<file path="config.mk">
export PLATFORM = sky130hd
export DESIGN_NAME = edge_event_arbiter
export DESIGN_NICKNAME = d
export VERILOG_FILES = /design/src/rtl/edge_event_arbiter.sv
export SDC_FILE = /design/constraint.sdc
export NUM_CORES = 1
export LEC_CHECK = 0
export BUFFER_PORTS_ARGS = -buffer_cell sky130_fd_sc_hd__buf_2
export CORE_MARGIN = 2
export CORE_UTILIZATION = 43
export DETAILED_ROUTE_END_ITERATION = 7
export GPL_TIMING_DRIVEN = 0
export PLACE_DENSITY = 0.73
export SETUP_SLACK_MARGIN = 0.3
export SYNTH_ARGS = -nofsm -noshare
export SYNTH_HDL_FRONTEND = slang
export SYNTH_SLANG_ARGS = --single-unit
export TNS_END_PERCENT = 20
</file>
<file path="constraint.sdc">
create_clock -name clk -period 1.7 [get_ports clk]
set_clock_uncertainty 0.2 [all_clocks]
set_input_delay 0.085 -clock clk [delete_from_list [all_inputs] [get_ports clk]]
set_output_delay 0.085 -clock clk [all_outputs]
set_load 0.02 [all_outputs]
</file>
<file path="src/rtl/edge_event_arbiter.sv">
// Multi-channel rising-edge event scheduler.
// Edges are latched per channel and delivered one at a time over a
// valid/ready slot, using round-robin arbitration and sticky overflow flags.
module edge_event_arbiter #(
  parameter  int N   = 4,
  localparam int IDW = $clog2(N)
) (
  input  logic           clk,
  input  logic           rst,
  input  logic [N-1:0]   i_sig,
  input  logic [N-1:0]   i_en,
  output logic           o_evt_valid,
  output logic [IDW-1:0] o_evt_id,
  input  logic           i_evt_ready,
  output logic [N-1:0]   o_pending,
  output logic [N-1:0]   o_ovf,
  input  logic [N-1:0]   i_ovf_clr
);

  // The candidate index is one bit wider so rr_last + k never wraps before the modulo step
  localparam int            CW      = IDW + 1;
  localparam logic [N-1:0]  ONE_HOT = {{(N-1){1'b0}}, 1'b1};

  logic [N-1:0]   r_sig_q;
  logic [N-1:0]   r_pending;
  logic [N-1:0]   r_ovf;
  logic           r_evt_valid;
  logic [IDW-1:0] r_evt_id;
  logic [IDW-1:0] r_rr_last;

  logic [N-1:0]   w_edge;
  logic [N-1:0]   w_clr;
  logic [N-1:0]   w_pending_nxt;
  logic [N-1:0]   w_ovf_nxt;
  logic           w_load;
  logic           w_found;
  logic [IDW-1:0] w_grant;
  logic [CW-1:0]  w_cand;

  assign w_edge = i_sig & ~r_sig_q & i_en;
  assign w_load = (|r_pending) & (~r_evt_valid | i_evt_ready);

  // Round-robin search starting one past the last granted channel
  always_comb begin
    w_grant = {IDW{1'b0}};
    w_found = 1'b0;
    w_cand  = {CW{1'b0}};
    for (int k = 1; k <= N; k++) begin
      w_cand = {1'b0, r_rr_last} + CW'(k);
      if (w_cand >= CW'(N)) begin
        w_cand = w_cand - CW'(N);
      end else begin
        w_cand = w_cand;
      end
      if (!w_found && r_pending[w_cand[IDW-1:0]]) begin
        w_grant = w_cand[IDW-1:0];
        w_found = 1'b1;
      end else begin
        w_found = w_found;
      end
    end
  end

  // A new edge on the channel being loaded re-arms it instead of counting as lost
  assign w_clr         = w_load ? (ONE_HOT << w_grant) : {N{1'b0}};
  assign w_pending_nxt = (r_pending & ~w_clr) | w_edge;
  assign w_ovf_nxt     = (w_edge & r_pending & ~w_clr) | (r_ovf & ~i_ovf_clr);

  // Per-channel edge history, pending and overflow state
  always_ff @(posedge clk or posedge rst) begin
    if (rst) begin
      r_sig_q   <= {N{1'b0}};
      r_pending <= {N{1'b0}};
      r_ovf     <= {N{1'b0}};
    end else begin
      r_sig_q   <= i_sig;
      r_pending <= w_pending_nxt;
      r_ovf     <= w_ovf_nxt;
    end
  end

  // Output slot: id is frozen while the consumer stalls
  always_ff @(posedge clk or posedge rst) begin
    if (rst) begin
      r_evt_valid <= 1'b0;
      r_evt_id    <= {IDW{1'b0}};
      r_rr_last   <= IDW'(N - 1);
    end else if (w_load) begin
      r_evt_valid <= 1'b1;
      r_evt_id    <= w_grant;
      r_rr_last   <= w_grant;
    end else if (r_evt_valid && i_evt_ready) begin
      r_evt_valid <= 1'b0;
    end
  end

  assign o_evt_valid = r_evt_valid;
  assign o_evt_id    = r_evt_id;
  assign o_pending   = r_pending;
  assign o_ovf       = r_ovf;

endmodule

</file>
# ---- After elaboration in Yosys (flattened, before gate mapping)
# Index checks and enable logic that the tools add are counted.
dict set report op_classes {
  n_addsub 8
  n_mul 0
  n_div 0
  magnitude_cmp 8
  n_eq_ne 0
  n_shift 1
  n_mux 22
  bitwise 14
  n_reduce_logical 9
}
# cell count
set ops {}
lappend ops {{AND 4 bit} 6}
lappend ops {{two-way mux 2 bit} 8}
lappend ops {{>= comparator 3 bit (second input constant)} 4}
lappend ops {{< comparator 2 x 3 -> 1 bit (second input constant)} 4}
lappend ops {{NOT 4 bit} 3}
lappend ops {{two-way mux 1 bit} 9}
lappend ops {{binary-select mux 1 bit (select 2 bit)} 4}
lappend ops {{OR 4 bit} 2}
lappend ops {{subtractor 2 x 1 -> 2 bit (second input constant)} 4}
lappend ops {{adder 2 x 2 -> 3 bit (second input constant)} 2}
lappend ops {{logical AND 1 bit} 4}
lappend ops {{two-way mux 4 bit} 1}
lappend ops {{OR reduction 4 bit} 1}
lappend ops {{<< shifter 1 x 2 -> 4 bit (first input constant)} 1}
lappend ops {{adder 2 x 1 -> 3 bit (second input constant)} 1}
lappend ops {{adder 2 x 3 -> 3 bit (second input constant)} 1}
lappend ops {{zero test 1 bit} 3}
lappend ops {{nonzero test 2 bit} 1}
lappend ops {{AND 1 bit} 1}
lappend ops {{NOT 1 bit} 1}
lappend ops {{OR 1 bit} 1}
dict set report word_totals {
  register_bits 17
  latch_bits 0
  mem_bits_rw 0
  rom_bits 0
  inputBits 15
  output_inout_bits 11
  elab_cells 68
  memories 0
}

# ---- Longest topological paths before layout
# Gate-level depths: netlist of the first run.
dict set report depth {
  depth_word 20
  mapped_depth 5
  ltp_nobuf 4
}

# ---- Least setup slack after synthesis of the first run
# No wires, ideal clock.
dict set report synth_path {
  path_kind {register to register}
  startpoint {register r_pending[0] (netlist: o_pending[0])}
  endpoint {register r_ovf[3] (netlist: o_ovf[3])}
  setup_time_ns 0.135
  arrival_ns 1.469
  t_required_ns 1.365
  path_slack_ns -0.105
  stages_incl_launch_ff 5
  path_buffers 0
  synth_period_minus_slack_ns 1.805
  path_cell_list {dfrtp_1 > or2_1 > a311o_1 > a311oi_2 > o22ai_1}
}
dict set report synth_via {
  elab_chain_cells 17
  word_cells_on_any_way 28
  classes_between {shift: 1; mux: 16; bitwise: 4; reduce/logical: 7}
}
# element line
set synth_lines {}
lappend synth_lines {{from (decl)} 25} ;# logic [N-1:0] r_pending;
lappend synth_lines {{from (signal assigned)} 73} ;# r_pending <= {N{1'b0}};
lappend synth_lines {{from (signal assigned)} 77} ;# r_pending <= w_pending_nxt;
lappend synth_lines {{binary-select mux 1 bit (select 2 bit)} 55} ;# if (!w_found && r_pending[w_cand[IDW-1:0]]) begin
lappend synth_lines {{two-way mux 1 bit (implied by the code)} 55}
lappend synth_lines {{two-way mux 1 bit} 55}
lappend synth_lines {{zero test 1 bit} 55}
lappend synth_lines {{logical AND 1 bit} 55}
lappend synth_lines {{two-way mux 1 bit} 55}
lappend synth_lines {{zero test 1 bit} 55}
lappend synth_lines {{logical AND 1 bit} 55}
lappend synth_lines {{[... 2 more ...]} --}
lappend synth_lines {{logical AND 1 bit} 55}
lappend synth_lines {{two-way mux 2 bit} 55}
lappend synth_lines {{<< shifter 1 x 2 -> 4 bit} 65} ;# assign w_clr = w_load ? (ONE_HOT << w_grant) : {N{1'b0}};
lappend synth_lines {{two-way mux 4 bit (*)} 65}
lappend synth_lines {{NOT 4 bit (*)} 67} ;# assign w_ovf_nxt = (w_edge & r_pending & ~w_clr) | (r_ovf & ~i_ovf_clr);
lappend synth_lines {{AND 4 bit (*)} 67}
lappend synth_lines {{OR 4 bit (*)} 67}
lappend synth_lines {{via w_ovf_nxt[3]} 34} ;# logic [N-1:0] w_ovf_nxt;
lappend synth_lines {{to (signal assigned)} 74} ;# r_ovf <= {N{1'b0}};
lappend synth_lines {{to (signal assigned)} 78} ;# r_ovf <= w_ovf_nxt;
lappend synth_lines {{to (decl)} 26} ;# logic [N-1:0] r_ovf;
# The timed path passes the listed nets; every way through them passes the cells marked *. The select of a mux whose other input is x is not followed.
# A chain may end at the register's enable or synchronous reset.

# ---- Final worst setup path of the first run
dict set report layout_path {
  startpoint {register r_pending[1] (netlist: o_pending[1])}
  endpoint {register r_evt_id[1] (netlist: o_evt_id[1])}
}
dict set report layout_via {
  elab_chain_cells 12
  word_cells_on_any_way 23
  classes_between {mux: 15; bitwise: 1; reduce/logical: 7}
}
# element line
set layout_lines {}
lappend layout_lines {{binary-select mux 1 bit (select 2 bit)} 55}
lappend layout_lines {{two-way mux 1 bit (implied by the code)} 55}
lappend layout_lines {{two-way mux 1 bit} 55}
lappend layout_lines {{zero test 1 bit} 55}
lappend layout_lines {{logical AND 1 bit} 55}
lappend layout_lines {{two-way mux 1 bit} 55}
lappend layout_lines {{zero test 1 bit} 55}
lappend layout_lines {{logical AND 1 bit} 55}
lappend layout_lines {{two-way mux 1 bit} 55}
lappend layout_lines {{zero test 1 bit} 55}
lappend layout_lines {{logical AND 1 bit} 55}
lappend layout_lines {{two-way mux 2 bit} 55}
lappend layout_lines {{to (signal assigned)} 86} ;# r_evt_id <= {IDW{1'b0}};
lappend layout_lines {{to (signal assigned)} 90} ;# r_evt_id <= w_grant;
lappend layout_lines {{to (decl)} 28} ;# logic [IDW-1:0] r_evt_id;
# Several ways; a longest one is shown, not always the timed one. The select of a mux whose other input is x is not followed.

==> flow_summary.rst, run 1 <==
.. list-table::
   :header-rows: 1

   * - Metric
     - Value
   * - Layout Area Growth over Synthesis
     - 46.0%
   * - Die footprint
     - 2140 µm²
   * - Critical hold path startpoint
     - i_evt_ready
   * - Hold Vio Cnt, Final
     - 0
   * - Post-route total power
     - 0.00184 W
   * - Number of cell instances on the worst register-to-register path
     - 6
   * - Maximum level of the CTS H-tree
     - 1
   * - Number of port buffers
     - 25
   * - Number of antenna violations at the first check in global routing
     - 0
   * - Gate count of the mapped netlist
     - 79
   * - Final wirelength
     - 1650 µm
   * - Average size of a mapped cell
     - 9.74 µm²
   * - Net Sw Frac
     - 0.421
   * - Post-route setup slack
     - -0.0566 ns
   * - Count of flip-flops with a built-in enable after synthesis
     - 0
   * - Post-synthesis async set-or-reset flop share
     - 1.00
   * - Sequential element share of the synthesized area
     - 0.556
   * - Share of total power in combinational logic
     - 0.496
   * - Number of clock sinks seen by CTS
     - 17
   * - Clock power share
     - 0.115
   * - Place WS
     - -0.0523 ns
   * - Ys flop type
     - sky130_fd_sc_hd__dfrtp_1
   * - Number of detailed-routing iterations run before antenna repair
     - 4
   * - Setup repair after global routing missed its margin
     - yes
   * - Overflow after GRT
     - 0
   * - Design Area, Final
     - 1120 µm²
   * - Share of cells above drive strength 1
     - 0.339
   * - Post-synthesis instance area
     - 769 µm²
   * - CTS Buf Count
     - 3
   * - Number of antenna-violating nets in the routed design
     - 0
   * - CP Launch Type
     - flop
   * - Post-detailed-route wirelength per cell
     - 11.1 µm
   * - Number of violations reported at the end of detailed-routing iteration 0
     - 3
   * - Number of diodes added for antenna fixing
     - 0
   * - Required arrival time at the worst endpoint
     - 1.74 ns
   * - Clock tree from TritonCTS
     - built
   * - Largest net degree at the start of global routing
     - 18
   * - Max rail drop VDD
     - 0.000846 V
   * - Die Width
     - 46.3 µm
   * - Crit Path Max Fanout
     - 8
   * - Worst-margin pin slew
     - 0.634 ns
   * - Count of boundary I/O pins
     - 26
   * - CTS max path bufs
     - 2
   * - Internal power
     - 0.00106 W
   * - Detailed-route via count
     - 741
   * - Post-synthesis cell type count
     - 23
   * - Final nets
     - 140
   * - Run status
     - finished, violations left
   * - Category of the most critical setup path
     - flop to flop
   * - CP endpoint kind
     - flop
   * - Placement Cell Area
     - 936 µm²
   * - Max-cap violation count
     - 0
   * - Flop-to-flop setup slack
     - -0.06 ns
   * - Mapped Nets
     - 94
   * - Pins over their slew limit
     - 0
   * - Total number of yosys warnings
     - 0
   * - Worst Hold Path EP
     - r_rr_last[0]
   * - Final period utilization
     - 1.03
   * - Placeable Area
     - 1710 µm²
   * - Part of the power in registers
     - 0.389
   * - Sum of net half-perimeters after detailed placement
     - 1120 µm
   * - Power dissipated by switching net loads
     - 0.000773 W
   * - LEAKAGE
     - 0.531 nW
   * - Detail-routed via count per cell
     - 4.97
   * - Beginning of the worst register-to-register path
     - o_pending[1]
   * - Achievable Freq
     - 569 MHz
   * - Setup violation total in the final timing report
     - 11
   * - Clock-pin slew on the worst setup and hold paths
     - 0.10 ns
   * - Leading cell types in the layout, fill and taps excluded
     - sky130_fd_sc_hd__buf_2 (26), sky130_fd_sc_hd__dlygate4sd3_1 (14), sky130_fd_sc_hd__dfrtp_1 (12)
   * - Initial cell density of the core
     - 0.451
   * - Routability congestion estimate from global placement
     - 0.786
   * - Number of synthesized register bits
     - 17
   * - Final worst path period need
     - 1.76 ns
   * - Hold Path Class
     - input pin to flop
   * - Skew-Pair Late Insertion Delay
     - 0.29 ns
   * - Violated checks
     - negative setup slack
   * - Number of global-route vias before repair
     - 629
   * - Number of stages on the worst hold path
     - 5
   * - FF-to-FF End
     - o_evt_id[1]
   * - Die Ht
     - 46.3 µm
   * - Global routing usage summed across all routing layers
     - 0.179
   * - Share of the core filled with cells
     - 0.658
   * - Global-route wire length before repair
     - 2660 µm
   * - # DRC
     - 0
   * - Relative slew slack
     - 0.577
   * - Commonest non-fill, non-tap cell in the layout
     - sky130_fd_sc_hd__buf_2
   * - Clock root cell
     - sky130_fd_sc_hd__clkbuf_4
   * - PwrDens
     - 1630 nW/µm²
   * - Signal arrival time at the worst endpoint
     - 1.79 ns
   * - Number of placement rows
     - 15
state kept, by name, indices dropped and copies added (netlist names):
signal       cells
o_evt_id         2
r_sig_q          4
o_pending        4
r_rr_last        2
o_evt_valid      1
o_ovf            4
cell families after synthesis:
| kind of cell | after synthesis | share of synthesized area |
|---|---|---|
| AO/OA/AOI/OAI | 23 | 0.205 |
| buffers and inverters | 8 | 0.0406 |
| flip-flops | 17 | 0.556 |
| AND/OR/NAND/NOR | 31 | 0.198 |
worst max-delay path: stages (launching register included):
cell                      delay, ns
sky130_fd_sc_hd__dfrtp_2       0.48
sky130_fd_sc_hd__or2_4         0.27
sky130_fd_sc_hd__a311o_1       0.29
sky130_fd_sc_hd__buf_4         0.15
sky130_fd_sc_hd__buf_4         0.13
sky130_fd_sc_hd__nor2_2        0.09
sky130_fd_sc_hd__a21o_1        0.09
worst max-delay path by stage:
stage,cells past startpoint,start,end
floorplan,4,o_pending[1],o_pending[3]
global placement,4,o_pending[1],o_pending[3]
detailed placement,4,o_pending[1],o_pending[3]
CTS,4,o_pending[1],o_pending[3]
global route,4,o_pending[1],o_ovf[1]
finish,6,o_pending[1],o_evt_id[1]
stage by stage:
step           hold WS (ns)  TNS [ns]  instances
2_1_floorplan        -0.191         0         79
3_3_place_gp       -0.00600   -0.0341        129
3_5_place_dp        0.00952   -0.0979        129
4_1_cts              0.0314    -0.162        148
5_1_grt              0.0857     -1.34        149
6_report             0.0394    -0.372        149
power groups by stage:
| stage | sequential, W | combinational (W) | clock (W) |
|---|---|---|---|
| 2_1_floorplan | 0.000806 | 0.000481 | 0 |
| 3_5_place_dp | 0.000715 | 0.000803 | 0 |
| 6_report | 0.000715 | 0.000910 | 0.000210 |
| 3_3_place_gp | 0.000708 | 0.000784 | 0 |
| 5_1_grt | 0.000741 | 0.000997 | 0.000238 |
| 4_1_cts | 0.000707 | 0.000860 | 0.000222 |
per-layer routing:
metal / vias to the layer above / GRT usage / wire, µm
li1: 368 / - / -
met1: 345 / 0.212 / 755
met2: 22 / 0.297 / 788
met3: 6 / 0.0353 / 64
met4: 0 / 0.103 / 39
met5: - / 0 / 0
layout make-up:
cell class	instances	area (µm²)
Tap cell	25	31.3
Clock inverter	1	5.00
Buffer	2	8.76
Fill cell	145	584
Sequential cell	17	432
Inverter	6	22.5
Clock buffer	3	22.5
Timing Repair Buffer	41	280
Multi-Input combinational cell	54	322
Yosys cell counts (all sizes together) (2+ instances only):
library cell / count / share of area
a21o: 4 / 0.039
nand2b: 4 / 0.033
dfstp: 2 / 0.068
nor3: 4 / 0.026
a311oi: 3 / 0.042
inv: 6 / 0.029
dfrtp: 15 / 0.49
nand2: 6 / 0.029
nor2: 9 / 0.044
or3: 2 / 0.016
o22ai: 4 / 0.033
nor2b: 2 / 0.016
a21oi: 9 / 0.059
what timing repair did:
item                                   4_1_cts  5_1_grt
endpoints found under the hold margin       28        0
buffers inserted                             1        1
hold buffers                                14        0
pin swaps                                    1        0
setup endpoints to repair                   12       12
gates resized for setup                      0        2
Note: power is estimated with default switching activity, not from simulation.
==> run 2: changes to the inputs <==
- CORE_MARGIN: 2 -> 5
- CTS_CLUSTER_DIAMETER: default -> 200
==> run 2 against run 1 <==
Net effect:
- the flow still finishes with violations (negative setup slack)
- final area rose by 1.2%
- maximum frequency is 0.91% lower
- global-route usage is 3.2 points lower
- non-clock buffer count is 1 higher
- core utilization up 0.81 points
- sequential cell count unchanged
- first-iteration DRC count grew to 2.7 times the previous value
- die area is 28% higher
==> flow_summary.rst, run 2 (synthesis gave the netlist of run 1 again) <==
.. list-table::
   :header-rows: 1

   * - Metric
     - Value
   * - Overflow after GRT
     - 0
   * - Critical hold path startpoint
     - i_evt_ready
   * - Pins over their slew limit
     - 0
   * - Worst-margin pin slew
     - 0.642 ns
   * - CTS Buf Count
     - 3
   * - Crit Path Max Fanout
     - 7
   * - Post-route total power
     - 0.00187 W
   * - Number of stages on the worst hold path
     - 5
   * - Maximum level of the CTS H-tree
     - 1
   * - Detail-routed via count per cell
     - 4.84
   * - Layout Area Growth over Synthesis
     - 47.8%
   * - Final period utilization
     - 1.04
   * - Hold Vio Cnt, Final
     - 0
   * - Clock-pin slew on the worst setup and hold paths
     - 0.09 ns
   * - Internal power
     - 0.00107 W
   * - Sum of net half-perimeters after detailed placement
     - 1180 µm
   * - Number of antenna violations at the first check in global routing
     - 0
   * - Multi-input gate area
     - 328 µm²
   * - CP endpoint kind
     - flop
   * - Number of clock sinks seen by CTS
     - 17
   * - Number of diodes added for antenna fixing
     - 0
   * - Violated checks
     - negative setup slack
   * - Initial cell density of the core
     - 0.451
   * - Placeable Area
     - 1710 µm²
   * - Count of boundary I/O pins
     - 26
   * - Share of cells above drive strength 1
     - 0.336
   * - Achievable Freq
     - 564 MHz
   * - Category of the most critical setup path
     - flop to flop
   * - Routability congestion estimate from global placement
     - 0.733
   * - Max-cap violation count
     - 0
   * - Part of the power in registers
     - 0.385
   * - Global routing usage summed across all routing layers
     - 0.147
   * - Cells traversed along the worst timing path
     - or2_1 -> a311o_1 -> a311oi_2 -> o22ai_1
   * - Hold Path Class
     - input pin to flop
   * - LEAKAGE
     - 0.536 nW
   * - Detailed-route via count
     - 726
   * - Worst setup path startpoint
     - o_pending[1]
   * - Critical path destination
     - o_pending[3]
   * - Number of placement rows
     - 15
   * - Skew-Pair Late Insertion Delay
     - 0.29 ns
   * - CP Launch Type
     - flop
   * - Die Width
     - 52.3 µm
   * - Global-route wire length before repair
     - 2970 µm
   * - Die footprint
     - 2740 µm²
   * - Number of cell instances on the worst register-to-register path
     - 4
   * - PwrDens
     - 1640 nW/µm²
   * - Die Ht
     - 52.3 µm
   * - Final wirelength
     - 1790 µm
   * - Power dissipated by switching net loads
     - 0.000795 W
   * - Number of detailed-routing iterations run before antenna repair
     - 4
   * - Number of port buffers
     - 25
   * - Commonest non-fill, non-tap cell in the layout
     - sky130_fd_sc_hd__buf_2
   * - Largest net degree at the start of global routing
     - 18
   * - Clock power share
     - 0.115
   * - Clock root cell
     - sky130_fd_sc_hd__clkbuf_4
   * - Beginning of the worst register-to-register path
     - o_pending[1]
   * - Clock tree from TritonCTS
     - built
   * - Final nets
     - 141
   * - Required arrival time at the worst endpoint
     - 1.67 ns
   * - Final worst path period need
     - 1.77 ns
   * - Number of violations reported at the end of detailed-routing iteration 0
     - 8
   * - Setup repair after global routing missed its margin
     - yes
   * - Flop-to-flop setup slack
     - -0.07 ns
   * - CTS max path bufs
     - 2
   * - Number of antenna-violating nets in the routed design
     - 0
   * - # DRC
     - 0
   * - Max rail drop VDD
     - 0.00111 V
   * - Area of all sequential standard cells
     - 432 µm²
   * - Fillcell total
     - 136
   * - Signal arrival time at the worst endpoint
     - 1.74 ns
   * - FF-to-FF End
     - o_pending[3]
   * - Leading cell types in the layout, fill and taps excluded
     - sky130_fd_sc_hd__buf_2 (26), sky130_fd_sc_hd__dlygate4sd3_1 (14), sky130_fd_sc_hd__dfrtp_1 (12)
   * - Max stage delay on crit path
     - 0.47 ns
   * - Run status
     - finished, violations left
   * - Post-detailed-route wirelength per cell
     - 11.9 µm
   * - Net Sw Frac
     - 0.426
   * - Setup tns final
     - -0.257 ns
   * - Library cell contributing the largest single delay on the critical path
     - sky130_fd_sc_hd__dfrtp_2
   * - Number of global-route vias before repair
     - 733
   * - Setup violation total in the final timing report
     - 5
   * - Relative slew slack
     - 0.571
   * - Post-route setup slack
     - -0.0728 ns
   * - Share of total power in combinational logic
     - 0.500
run 2: worst max-delay path, delay by kind of cell (launching register included):
family,cells,cell delay [ns]
simple gates,1,0.26
compound gates,3,0.72
flops,1,0.47
run 2: how the worst min path moves through the flow:
stage                     slack, ns            to
after detailed placement      0.006    r_sig_q[3]
after CTS                      0.02  r_rr_last[0]
after global placement       -0.006    r_sig_q[3]
after floorplan               -0.19   o_evt_id[0]
after global routing            0.1  r_rr_last[0]
final                          0.04  r_rr_last[0]
run 2: metrics by stage:
stage	hold WS, ns	util	std cells	cell area [µm²]	setup slack (ns)
after CTS	0.0249	0.655	149	1120	-0.0460
after global routing	0.0970	0.666	150	1140	-0.147
after global placement	-0.00629	0.548	129	936	-0.0170
final	0.0388	0.666	150	1140	-0.0728
after detailed placement	0.00619	0.548	129	936	-0.0435
after floorplan	-0.191	-	79	779	0.0417
run 2: per-layer routing:
| layer | routed length (µm) | track usage | vias to the layer above |
|---|---|---|---|
| li1 | - | - | 369 |
| met1 | 809 | 0.166 | 335 |
| met2 | 869 | 0.260 | 17 |
| met3 | 76 | 0.0342 | 5 |
| met4 | 35 | 0.0638 | 0 |
| met5 | 0 | 0 | - |
run 2: what timing repair did:
action	4_1_cts	5_1_grt
resized for setup	1	2
endpoints found under the hold margin	28	0
hold buffers	14	0
buffers inserted	2	1
setup endpoints to repair	12	12
run 2: final cells by class:
class                   count  share of cell area
flip-flops and latches     17               0.380
well taps                  25              0.0275
plain buffers               2             0.00880
repair buffers             42               0.253
inverters                   6              0.0198
multi-input cells          54               0.288
clock buffers               4              0.0231
run 2: power by group through the flow:
stage,registers [W],logic [W],clock network (W)
global route,0.000744,0.00103,0.000240
CTS,0.000701,0.000880,0.000219
global placement,0.000708,0.000788,0
finish,0.000718,0.000932,0.000215
detailed placement,0.000717,0.000803,0
floorplan,0.000806,0.000481,0
